$ cat src/rtl/kernel_dispatcher.sv
// Purpose : kernel-launch front end; holds the thread-count DCR, splits the kernel into blocks, and dispatches them across NUM_CORES cores.
// Latency : start at edge E0 enters DISPATCH; block k (all cores free) starts after edge E1+k; done rises on the edge that retires the last block.
// Backpressure: at most one block assigned per edge, only to a free core; start and DCR writes are ignored while dispatching.
//
// Ports:
//   clk, reset (async, active-low)
//   start                        launch request, honoured in IDLE/DONE
//   device_control_write_enable  DCR write strobe, data on device_control_data
//   core_done[i]                 level, block on core i complete (ignored when core idle)
//   core_start[i]                high while core i holds a block
//   core_block_id / core_thread_count   per-core block id and active thread count
//   busy                         high in DISPATCH
//   done                         sticky kernel-complete flag
module kernel_dispatcher #(
    parameter int NUM_CORES         = 2,
    parameter int THREADS_PER_BLOCK = 4,
    parameter int DCR_WIDTH         = 8,
    parameter int BLOCK_ID_WIDTH    = 8,
    parameter int TCW               = $clog2(THREADS_PER_BLOCK + 1)
) (
    input  logic                                clk,
    input  logic                                reset,
    input  logic                                start,
    input  logic                                device_control_write_enable,
    input  logic [DCR_WIDTH-1:0]                device_control_data,
    input  logic [NUM_CORES-1:0]                core_done,
    output logic [NUM_CORES-1:0]                core_start,
    output logic [NUM_CORES*BLOCK_ID_WIDTH-1:0] core_block_id,
    output logic [NUM_CORES*TCW-1:0]            core_thread_count,
    output logic                                busy,
    output logic                                done
);

    localparam int LOG2_TPB = $clog2(THREADS_PER_BLOCK);
    localparam logic [DCR_WIDTH-1:0] TPB_MASK = DCR_WIDTH'(THREADS_PER_BLOCK - 1);

    typedef enum logic [1:0] {
        ST_IDLE     = 2'd0,
        ST_DISPATCH = 2'd1,
        ST_DONE     = 2'd2
    } state_t;

    state_t               state;
    logic [DCR_WIDTH-1:0] dcr;
    logic [DCR_WIDTH-1:0] total_blocks;
    logic [DCR_WIDTH-1:0] blocks_dispatched;
    logic [DCR_WIDTH-1:0] blocks_done;

    logic [DCR_WIDTH-1:0] ceil_blocks;
    logic [DCR_WIDTH-1:0] last_count;
    logic [NUM_CORES-1:0] retire_mask;
    logic [NUM_CORES-1:0] assign_mask;
    logic                 assign_vld;
    logic [DCR_WIDTH-1:0] retire_count;
    logic [DCR_WIDTH-1:0] done_next;
    logic [TCW-1:0]       block_count;

    // ceil(dcr / TPB) without an intermediate add, so dcr at full scale cannot overflow
    assign ceil_blocks = (dcr >> LOG2_TPB) + DCR_WIDTH'((dcr & TPB_MASK) != '0);
    assign last_count  = dcr - ((total_blocks - DCR_WIDTH'(1)) << LOG2_TPB);

    assign retire_mask = core_start & core_done;
    // Lowest clear bit of core_start: cores retiring this edge still read as busy here
    assign assign_mask = ~core_start & (core_start + NUM_CORES'(1));
    assign assign_vld  = (|assign_mask) && (blocks_dispatched < total_blocks);
    assign block_count = (blocks_dispatched == total_blocks - DCR_WIDTH'(1))
                       ? TCW'(last_count) : TCW'(THREADS_PER_BLOCK);

    always_comb begin
        retire_count = '0;
        for (int i = 0; i < NUM_CORES; i++) begin
            if (retire_mask[i]) retire_count = retire_count + DCR_WIDTH'(1);
        end
        done_next = blocks_done + retire_count;
    end

    always_ff @(posedge clk or negedge reset) begin
        if (!reset) begin
            state             <= ST_IDLE;
            dcr               <= '0;
            total_blocks      <= '0;
            blocks_dispatched <= '0;
            blocks_done       <= '0;
            core_start        <= '0;
            core_block_id     <= '0;
            core_thread_count <= '0;
            busy              <= 1'b0;
            done              <= 1'b0;
        end else begin
            if (device_control_write_enable && state != ST_DISPATCH) begin
                dcr <= device_control_data;
            end
            case (state)
                ST_IDLE, ST_DONE: begin
                    if (start) begin
                        done              <= 1'b0;
                        total_blocks      <= ceil_blocks;
                        blocks_dispatched <= '0;
                        blocks_done       <= '0;
                        if (dcr == '0) begin
                            state <= ST_DONE;
                            done  <= 1'b1;
                        end else begin
                            state <= ST_DISPATCH;
                            busy  <= 1'b1;
                        end
                    end
                end
                ST_DISPATCH: begin
                    core_start  <= (core_start & ~retire_mask) | (assign_vld ? assign_mask : '0);
                    blocks_done <= done_next;
                    if (assign_vld) begin
                        blocks_dispatched <= blocks_dispatched + DCR_WIDTH'(1);
                        for (int i = 0; i < NUM_CORES; i++) begin
                            if (assign_mask[i]) begin
                                core_block_id[i*BLOCK_ID_WIDTH +: BLOCK_ID_WIDTH] <= BLOCK_ID_WIDTH'(blocks_dispatched);
                                core_thread_count[i*TCW +: TCW]                   <= block_count;
                            end
                        end
                    end
                    // No block can be outstanding here, so no assignment collides with completion
                    if (done_next == total_blocks) begin
                        state <= ST_DONE;
                        busy  <= 1'b0;
                        done  <= 1'b1;
                    end
                end
                default: state <= ST_IDLE;
            endcase
        end
    end

endmodule

$ cat config.mk
export PLATFORM = sky130hd
export DESIGN_NAME = kernel_dispatcher
export DESIGN_NICKNAME = d
export VERILOG_FILES = /design/src/rtl/kernel_dispatcher.sv
export SDC_FILE = /design/constraint.sdc
export NUM_CORES = 1
export LEC_CHECK = 0
export ABC_AREA = 1
export CELL_PAD_IN_SITES_DETAIL_PLACEMENT = 1
export CELL_PAD_IN_SITES_GLOBAL_PLACEMENT = 1
export CORE_AREA = 2 2 93 95
export CTS_CLUSTER_SIZE = 10
export DETAILED_ROUTE_END_ITERATION = 12
export DIE_AREA = 0 0 95 97
export PLACE_DENSITY = 0.82
export SETUP_SLACK_MARGIN = 0.2
export SLEW_MARGIN = 20
export SYNTH_ARGS = -nofsm -noshare
export SYNTH_HDL_FRONTEND = slang
export SYNTH_SLANG_ARGS = --single-unit
$ cat constraint.sdc
create_clock -name clk -period 3.7 [get_ports clk]
set_clock_uncertainty 0.15 [all_clocks]
set_input_delay 0.37 -clock clk [delete_from_list [all_inputs] [get_ports clk]]
set_output_delay 0.37 -clock clk [all_outputs]
set_load 0.01 [all_outputs]
## Word-level counts from Yosys, hierarchy flattened

Index checks and enable logic that the tools add are counted.

- Input bits: 14
- Logic and storage cells: 71
- Register bits after elaboration: 60

- Bitwise gates (word level): 6
- Magnitude comparators: 1
- Reduce and logical (&&, ||, !) cells: 16
- Equal/unequal tests: 9
- $add $sub $neg: 7
- Muxes and demuxes: 20

Operator list:

| operator | count |
|---|---|
| one-hot mux 8 bit (2 select lines) | 2 |
| two-way mux 8 bit | 3 |
| == test 8 bit | 2 |
| AND reduction 3 bit | 4 |
| adder 8 x 1 -> 8 bit, second input constant | 1 |
| adder 8 bit | 1 |
| logical NOT 8 bit | 1 |
| less-than comparator 8 bit | 1 |
| two-way mux 2 bit | 4 |
| inequality test 2 bit, second input constant | 4 |
| nonzero test 8 bit | 1 |
| subtractor 8 x 1 -> 8 bit, second input constant | 1 |
| adder 6 x 1 -> 7 bit | 1 |
| two-way mux 1 bit | 7 |
| AND 2 bit | 3 |
| AND reduction 2 bit | 3 |
| NOT 2 bit | 2 |
| one-hot mux 1 bit (2 select lines) | 2 |
| one-hot mux 2 bit (2 select lines) | 1 |
| AND reduction 4 bit | 1 |
| OR reduction 2 bit | 2 |
| two-way mux 3 bit | 1 |
| subtractor 3 bit | 1 |
| adder 1 x 1 -> 2 bit, second input constant | 1 |
| other kinds (8) | 9 |

## Longest topological paths before layout

Gate-level depths: netlist of the first run.

- Depth after elaboration: 8
- Depth in mapped cells: 19

## Least setup slack after synthesis of the first run

No wires, ideal clock.

- Path kind: reg-to-reg
- Start point: reg core_start[0]
- End point: reg busy
- Data required time: 3433 ps
- Cell stages (with the launch flop): 20
- Path slack: 1024 ps
- Arrival: 2409 ps
- Cells stage by stage: dfrtp_1 -> nand2_1 -> inv_1 -> ha_1 -> ha_1 -> fa_1 -> inv_1 -> nand2_1 -> nand2_1 -> nand2_1 -> nand2_1 -> nand2_1 -> nor2_2 -> nand3_1 -> nor2_2 -> nand2_2 -> nand2_2 -> nand2_1 -> nand2_1 -> nand2_1

- Cells in the longest elaborated chain, start to end: 8

RTL lines:

| what | RTL line | RTL |
|---|---|---|
| from (decl) | 27 | `output logic [NUM_CORES-1:0] core_start,` |
| from (signal assigned) | 110 | `core_start <= (core_start & ~retire_mask) \| (assign_vld ? assign_mask : '0);` |
| AND 2 bit (*) | 62 | `assign retire_mask = core_start & core_done;` |
| two-way mux 1 bit (*) | 72 | `if (retire_mask[i]) retire_count = retire_count + DCR_WIDTH'(1);` |
| adder 1 x 1 -> 2 bit | 72 |  |
| two-way mux 8 bit (*) | 72 |  |
| adder 8 bit (*) | 74 | `done_next = blocks_done + retire_count;` |
| == test 8 bit (*) | 122 | `if (done_next == total_blocks) begin` |
| inequality test 2 bit (no source line) (*) | -- |  |
| AND reduction 4 bit (no source line) (*) | -- |  |
| to (signal assigned) | 87 | `busy <= 1'b0;` |
| to (signal assigned) | 105 | `busy <= 1'b1;` |
| to (signal assigned) | 124 | `busy <= 1'b0;` |
| to (decl) | 30 | `output logic busy,` |

Every way passes the cells marked *; elsewhere a longest branch is shown, timed or not.
A chain may end at the register's enable or synchronous reset.

## Worst setup path after layout of the first run

Same ends and word-level chain as after synthesis.

==> reports/qor.txt, run 1 <==
Status - complete, no violations
R2R cell count - 19
First-pass GRT wire length - 14.8 mm
Drt pass-1 iters - 4
Mux share of post-synthesis cell area - 1.35%
Tmin final - 2.91 ns
Adder-Cell Fraction of Synth Area - 5.85%
Cts hold-fix bufs - 1
Layout cells sized above 1 - 15.2%
Grt total ovfl - 0
Clock Path Buffers - 2
# clock sinks - 59
Vias - 2,807
GPL Wtd Cong - 0.839
DPL Wire Length - 6.51 mm
Routing usage on met3 - 3.50%
Crit-path slowest cell - fa_1
Most used cell, CP - nand2_1
Synth Area in XOR/XNOR - 3.15%
Die Height - 97 µm
Leakage power - 0.00182 µW
Placed insts - 529
RSZ-0062 raised after global routing - no
Routed Wire Length - 8.57 mm
Post-Syn Area - 3340 µm²
Seq cells post-synth - 59
Top Ports - 40
Worst Setup EP - busy
Syn-to-layout area delta - 19.2%
Final nets - 465
Root Driver - clkbuf_8
Vias in the first global route - 2,988
Total track usage - 20.7%
Buffers on Ports - 39
GRT met1 Usage - 28.3%
# rows - 33
Slew Viols, Final - 0
Max_cap viols - 0
Worst r2r src - core_start[0]
Setup crit start kind - register
Worst EP required - 3.79 ns
Power density cells - 948 nW/µm²
Critical path class - reg -> reg
Worst hold-check path type - reg -> reg
Simple logic cell fraction of the synthesized area - 26.5%
Setup TNS Final - 0 ns
CTS HTree Levels - 3
Fin cells - 546
Initial antenna violation count - 0
Syn nets - 421
DRC viols - 0
Finish-stage setup viols - 0
Setup Fix Bufs, Post-CTS - 0
Compound-Gate Fraction of Synth Area - 12.1%
CTS buffer count - 9
Initial Utilization - 41.0%
Asr flop ratio synth - 100%
Final hold viol count - 0
Clk slew on worst S/H paths - 0.07 ns
Die Area - 9220 µm²
Post-route ant nets - 0
Post-synthesis sequential area ratio - 44.3%
Met2 Use GR - 33.1%
Post-synth EDFFs - 0
WP buf/inv - 2
Reg2reg end - busy
Crit-path cells - nand2_1 > inv_1 > ha_1 > ha_1 > fa_1 > inv_1 > nand2_1 > nand2_1 > nand2_1 > nand2_1 > nand2_1 > nor2_2 > nand3_1 > nor2_2 > nand2_2 > nand2_2 > nand2_1 > nand2_1 > nand2_1
CP Data Arrival Time - 3.00 ns
Post-Synthesis Cells - 392
Worst setup path start - core_start[0]
Leading area contributor after synthesis - dfrtp_1
Reg2Reg Setup Slack - 0.79 ns
Routed len/inst - 15.7 µm
Slew headroom - 44.8%
Worst-skew pair later-pin latency - 0.35 ns
Top delay family on crit path - simple AND/OR/NAND/NOR gates
Largest stage delay, worst path - 0.49 ns
Ys Warns - 0
Top cell type's share of synthesized area - 44.3%
1st-iter DRT viols - 125
Netlist cell types - 38
Actual slew at the worst max-slew pin - 0.828 ns
GRT busiest layer - met2
Worst-path fanout max - 6
Total core area - 8130 µm²
Main synth FF type - dfrtp_1
ANT cells - 0
Worst setup EP type - register
Largest net degree at the start of global routing - 38
Die W - 95 µm
Crit. path cell count - 19
Synthesized area per cell - 8.51 µm²
Largest cells by area after synthesis - dfrtp_1, nand2_1, ha_1
Routed vias/inst - 5.14
Max VDD drop - 364 µV
Main combinational cell family by area after synthesis - simple AND/OR/NAND/NOR gates
PostCTS Resize Cnt - 0
F_max - 344 MHz
Period utilization - 78.6%
CTS tree - yes
[flip-flops by register name, summed over array words and instances (netlist names)]
name               flops
done                   1
dcr                    8
state                  2
core_thread_count      6
core_start             2
core_block_id         16
blocks_dispatched      8
busy                   1
blocks_done            8
total_blocks           7
[cell usage after synthesis (2+ instances only)]
cell type	number
nand2_1	83
dfrtp_1	59
nor2_1	44
inv_1	35
nand3_1	27
o21ai_0	19
a21oi_2	16
ha_1	14
a21oi_1	11
xor2_1	10
nand2_2	8
nand4_1	6
o22ai_1	6
o21ai_1	5
buf_6	4
inv_2	4
mux2_2	4
nand3_2	4
nor2_2	4
buf_4	3
nor3_1	3
clkbuf_1	2
nor2_4	2
nor4_1	2
o211ai_1	2
or2_2	2
xnor2_1	2
[worst min-delay path by stage]
| stage | startpoint | endpoint | slack [ns] | cells past startpoint |
|---|---|---|---|---|
| 6_report | core_block_id[7] | core_block_id[7] | 0.34 | 2 |
| 3_5_place_dp | core_block_id[7] | core_block_id[7] | 0.34 | 2 |
| 2_1_floorplan | reset | blocks_dispatched[0] | -0.08 | 0 |
| 5_1_grt | core_block_id[15] | core_block_id[15] | 0.38 | 2 |
| 4_1_cts | core_block_id[7] | core_block_id[7] | 0.35 | 2 |
| 3_3_place_gp | busy | busy | 0.33 | 2 |
[worst register-to-register path, cell delays in order (launching register included)]
cell	delay, ns
dfrtp_1	0.46
nand2_1	0.10
inv_1	0.05
ha_1	0.29
ha_1	0.23
fa_1	0.49
inv_1	0.10
nand2_1	0.07
nand2_1	0.08
nand2_1	0.06
nand2_1	0.05
nand2_1	0.06
nor2_2	0.10
nand3_1	0.08
nor2_2	0.15
nand2_2	0.08
nand2_2	0.06
nand2_1	0.06
nand2_1	0.05
nand2_1	0.05
[cell type report]
cell class	instances	area [µm²]
Inverter	39	146
Sequential cell	59	1480
Timing Repair Buffer	43	418
Fill cell	986	4160
Clock inverter	5	28.8
Tap cell	105	131
Multi-Input combinational cell	284	1630
Clock buffer	11	141
[per-layer routing]
| metal | vias to the layer above | routed length (µm) |
|---|---|---|
| li1 | 1386 | - |
| met1 | 1366 | 4050 |
| met2 | 43 | 4120 |
| met3 | 12 | 247 |
| met4 | 0 | 144 |
| met5 | - | 0 |
[report_power, final]
group | leakage, µW | internal, µW | switching, µW
combinational | 0.00101 | 822 | 1210
clock | 0.0000928 | 258 | 268
sequential | 0.000719 | 941 | 274
[through the flow]
step / worst slack (ns) / cell area (µm²) / util [%] / hold slack (ns) / power, µW
2_1_floorplan: 1.02 / 3340 / - / -0.0756 / 2620
3_3_place_gp: 0.585 / 3790 / 46.7 / 0.327 / 3150
3_5_place_dp: 0.480 / 3790 / 46.7 / 0.336 / 3260
4_1_cts: 0.779 / 3980 / 48.9 / 0.347 / 3810
5_1_grt: 0.569 / 3980 / 48.9 / 0.380 / 4140
6_report: 0.791 / 3980 / 48.9 / 0.343 / 3770
[placed cells by master, fill, tap and decap left out, types with 2 or more instances in the layout]
master	n
a21oi_1	11
a21oi_2	16
buf_4	3
clkbuf_8	10
clkdlybuf4s50_1	38
clkinv_2	4
dfrtp_1	59
ha_1	14
inv_1	35
inv_2	4
mux2_2	4
nand2_1	83
nand2_2	8
nand3_1	27
nand3_2	4
nand4_1	6
nor2_1	44
nor2_2	4
nor2_4	2
nor3_1	3
nor4_1	2
o211ai_1	2
o21ai_0	19
o21ai_1	5
o22ai_1	6
or2_2	2
xnor2_1	2
xor2_1	10
[logic make-up after synthesis]
kind of cell | after synthesis
mux | 4
compound gates | 63
buf+inv | 49
xor+xnor | 12
flops | 59
simple gates | 190
fa+ha+maj | 15
(Power assumes the default switching activity.)
==> inputs of run 2 (changes only) <==
CORE_AREA = 2 2 97 99   (was 2 2 93 95)
DIE_AREA = 0 0 99 101   (was 0 0 95 97)
PLACE_DENSITY = 0.8   (was 0.82)
clock period = 2.67 ns   (was 3.7 ns; I/O delays follow)
==> run 2 against run 1 <==
Global-route usage decreased by 2.0 points. Sequential share of layout area decreased by 1.9 points. Highest routed layer unchanged. Design area is 5.5% higher. Largest power group unchanged. Worst setup slack got worse by 0.69 ns. Sequential power up 36%.
==> reports/qor.txt, run 2 (synthesized netlist as in run 1, its figures left out) <==
Tmin final - 2.57 ns
Critical path class - reg -> reg
Worst-skew pair later-pin latency - 0.35 ns
Most common cell after layout, fill and taps aside - nand2_1
Initial Utilization - 37.2%
Die Area - 10000 µm²
Routed vias/inst - 5.09
Period utilization - 96.3%
Setup crit start kind - register
Initial antenna violation count - 0
Routed len/inst - 15.5 µm
Top Ports - 40
Worst EP required - 2.76 ns
DRC viols - 0
Grt total ovfl - 0
Largest register FFs - 16
Final hold viol count - 0
Total core area - 8980 µm²
Max VDD drop - 515 µV
Post-route ant nets - 0
Root Driver - clkbuf_8
F_max - 389 MHz
Drt pass-1 iters - 4
Clk slew on worst S/H paths - 0.07 ns
Die Height - 101 µm
Placed inst area - 3940 µm²
Die W - 99 µm
Power density cells - 1350 nW/µm²
Layout cells sized above 1 - 20.6%
ANT cells - 0
Setup TNS Final - 0 ns
R2R cell count - 16
Tot Pwr - 5650 µW
Worst hold-check path type - reg -> reg
Top reg by flops - core_block_id
Worst setup EP type - register
# clock sinks - 59
Worst-path fanout max - 2
Fin cells - 567
Max_cap viols - 0
Most frequent cells in the layout - nand2_1, dfrtp_1, nor2_1, clkdlybuf4s50_1, inv_1
Placed insts - 546
Status - complete, no violations
First-pass GRT wire length - 15.0 mm
CTS tree - yes
Slew Viols, Final - 0
Final worst slack - 0.0976 ns
RSZ-0062 raised after global routing - yes
1st-iter DRT viols - 92
Total track usage - 18.8%
Final instance area - 4200 µm²
Worst hold stages - 2
CTS HTree Levels - 3
Pre-CTS setup slack - -0.270 ns
# rows - 35
Largest net degree at the start of global routing - 60
Slew headroom - 50.0%
Vias in the first global route - 3,066
Finish-stage setup viols - 0
DPL Wire Length - 6.53 mm
CTS buffer count - 9
Buffers on Ports - 39
Clock Path Buffers - 2
Final nets - 480
GPL Wtd Cong - 0.812
Actual slew at the worst max-slew pin - 0.750 ns
Vias - 2,887
Routed Wire Length - 8.77 mm
Leakage power - 0.00190 µW
Syn-to-layout area delta - 25.8%
CP Data Arrival Time - 2.66 ns
run 2: cell count changes in the layout (fill, tap and decap cells not counted), sizes merged:
cell      delta
clkbuf       -1
clkinvlp     +2
buf         +15
bufinv       +1
inv          +1
clkinv       -3
run 2: power by group:
group          switching [µW]  internal, µW
clock                     392           456
sequential                338          1300
combinational            1800          1360
run 2: final cells by class:
class	count	area (µm²)
clock inverters	6	63.8
repair buffers	58	556
flip-flops and latches	59	1480
multi-input cells	284	1680
inverters	39	146
fillers	1067	4780
clock buffers	10	138
well taps	111	139
run 2: metal layers:
| layer | global-route usage, % | routed length [µm] |
|---|---|---|
| met5 | 0 | 0 |
| met4 | 6.64 | 142 |
| met3 | 2.29 | 196 |
| met2 | 31.7 | 4400 |
| met1 | 25.0 | 4030 |
run 2: per-stage QoR:
stage / hold slack, ns / utilization (%)
final: 0.345 / 46.7
after global routing: 0.352 / 46.7
after CTS: 0.346 / 46.4
after detailed placement: 0.333 / 43.9
after global placement: 0.319 / 43.9
after floorplan: -0.179 / -
run 2: worst paths after layout:
check	from	slack (ns)	endpoint
setup / recovery	core_start[1]	0.1	busy
hold / removal	core_block_id[15]	0.35	core_block_id[15]
setup reg to reg	core_start[1]	0.1	busy
hold reg to reg	core_block_id[15]	0.35	core_block_id[15]
max in group asynchronous	reset	1.37	core_start[0]
min in group asynchronous	reset	0.45	busy
run 2: what timing repair did:
action,CTS,global route
gates resized for setup,2,4
setup buffers,2,2
cloned,0,0
hold endpoints to repair,59,0
setup endpoints to repair,2,9
pin swaps,2,1
hold buffers,1,0
run 2: worst max-delay path: stages (launching register included):
cell and delay [ns]:
dfrtp_1 0.38, nand2_1 0.08, inv_2 0.05, ha_4 0.24, ha_4 0.16, fa_2 0.54
xor2_1 0.07, nor2_1 0.13, nand2_2 0.07, nor2_2 0.08, nand3_1 0.08, nor2_2 0.13
nand2_2 0.07, nand2_2 0.06, nand2_1 0.05, nand2_1 0.05, nand2_1 0.05
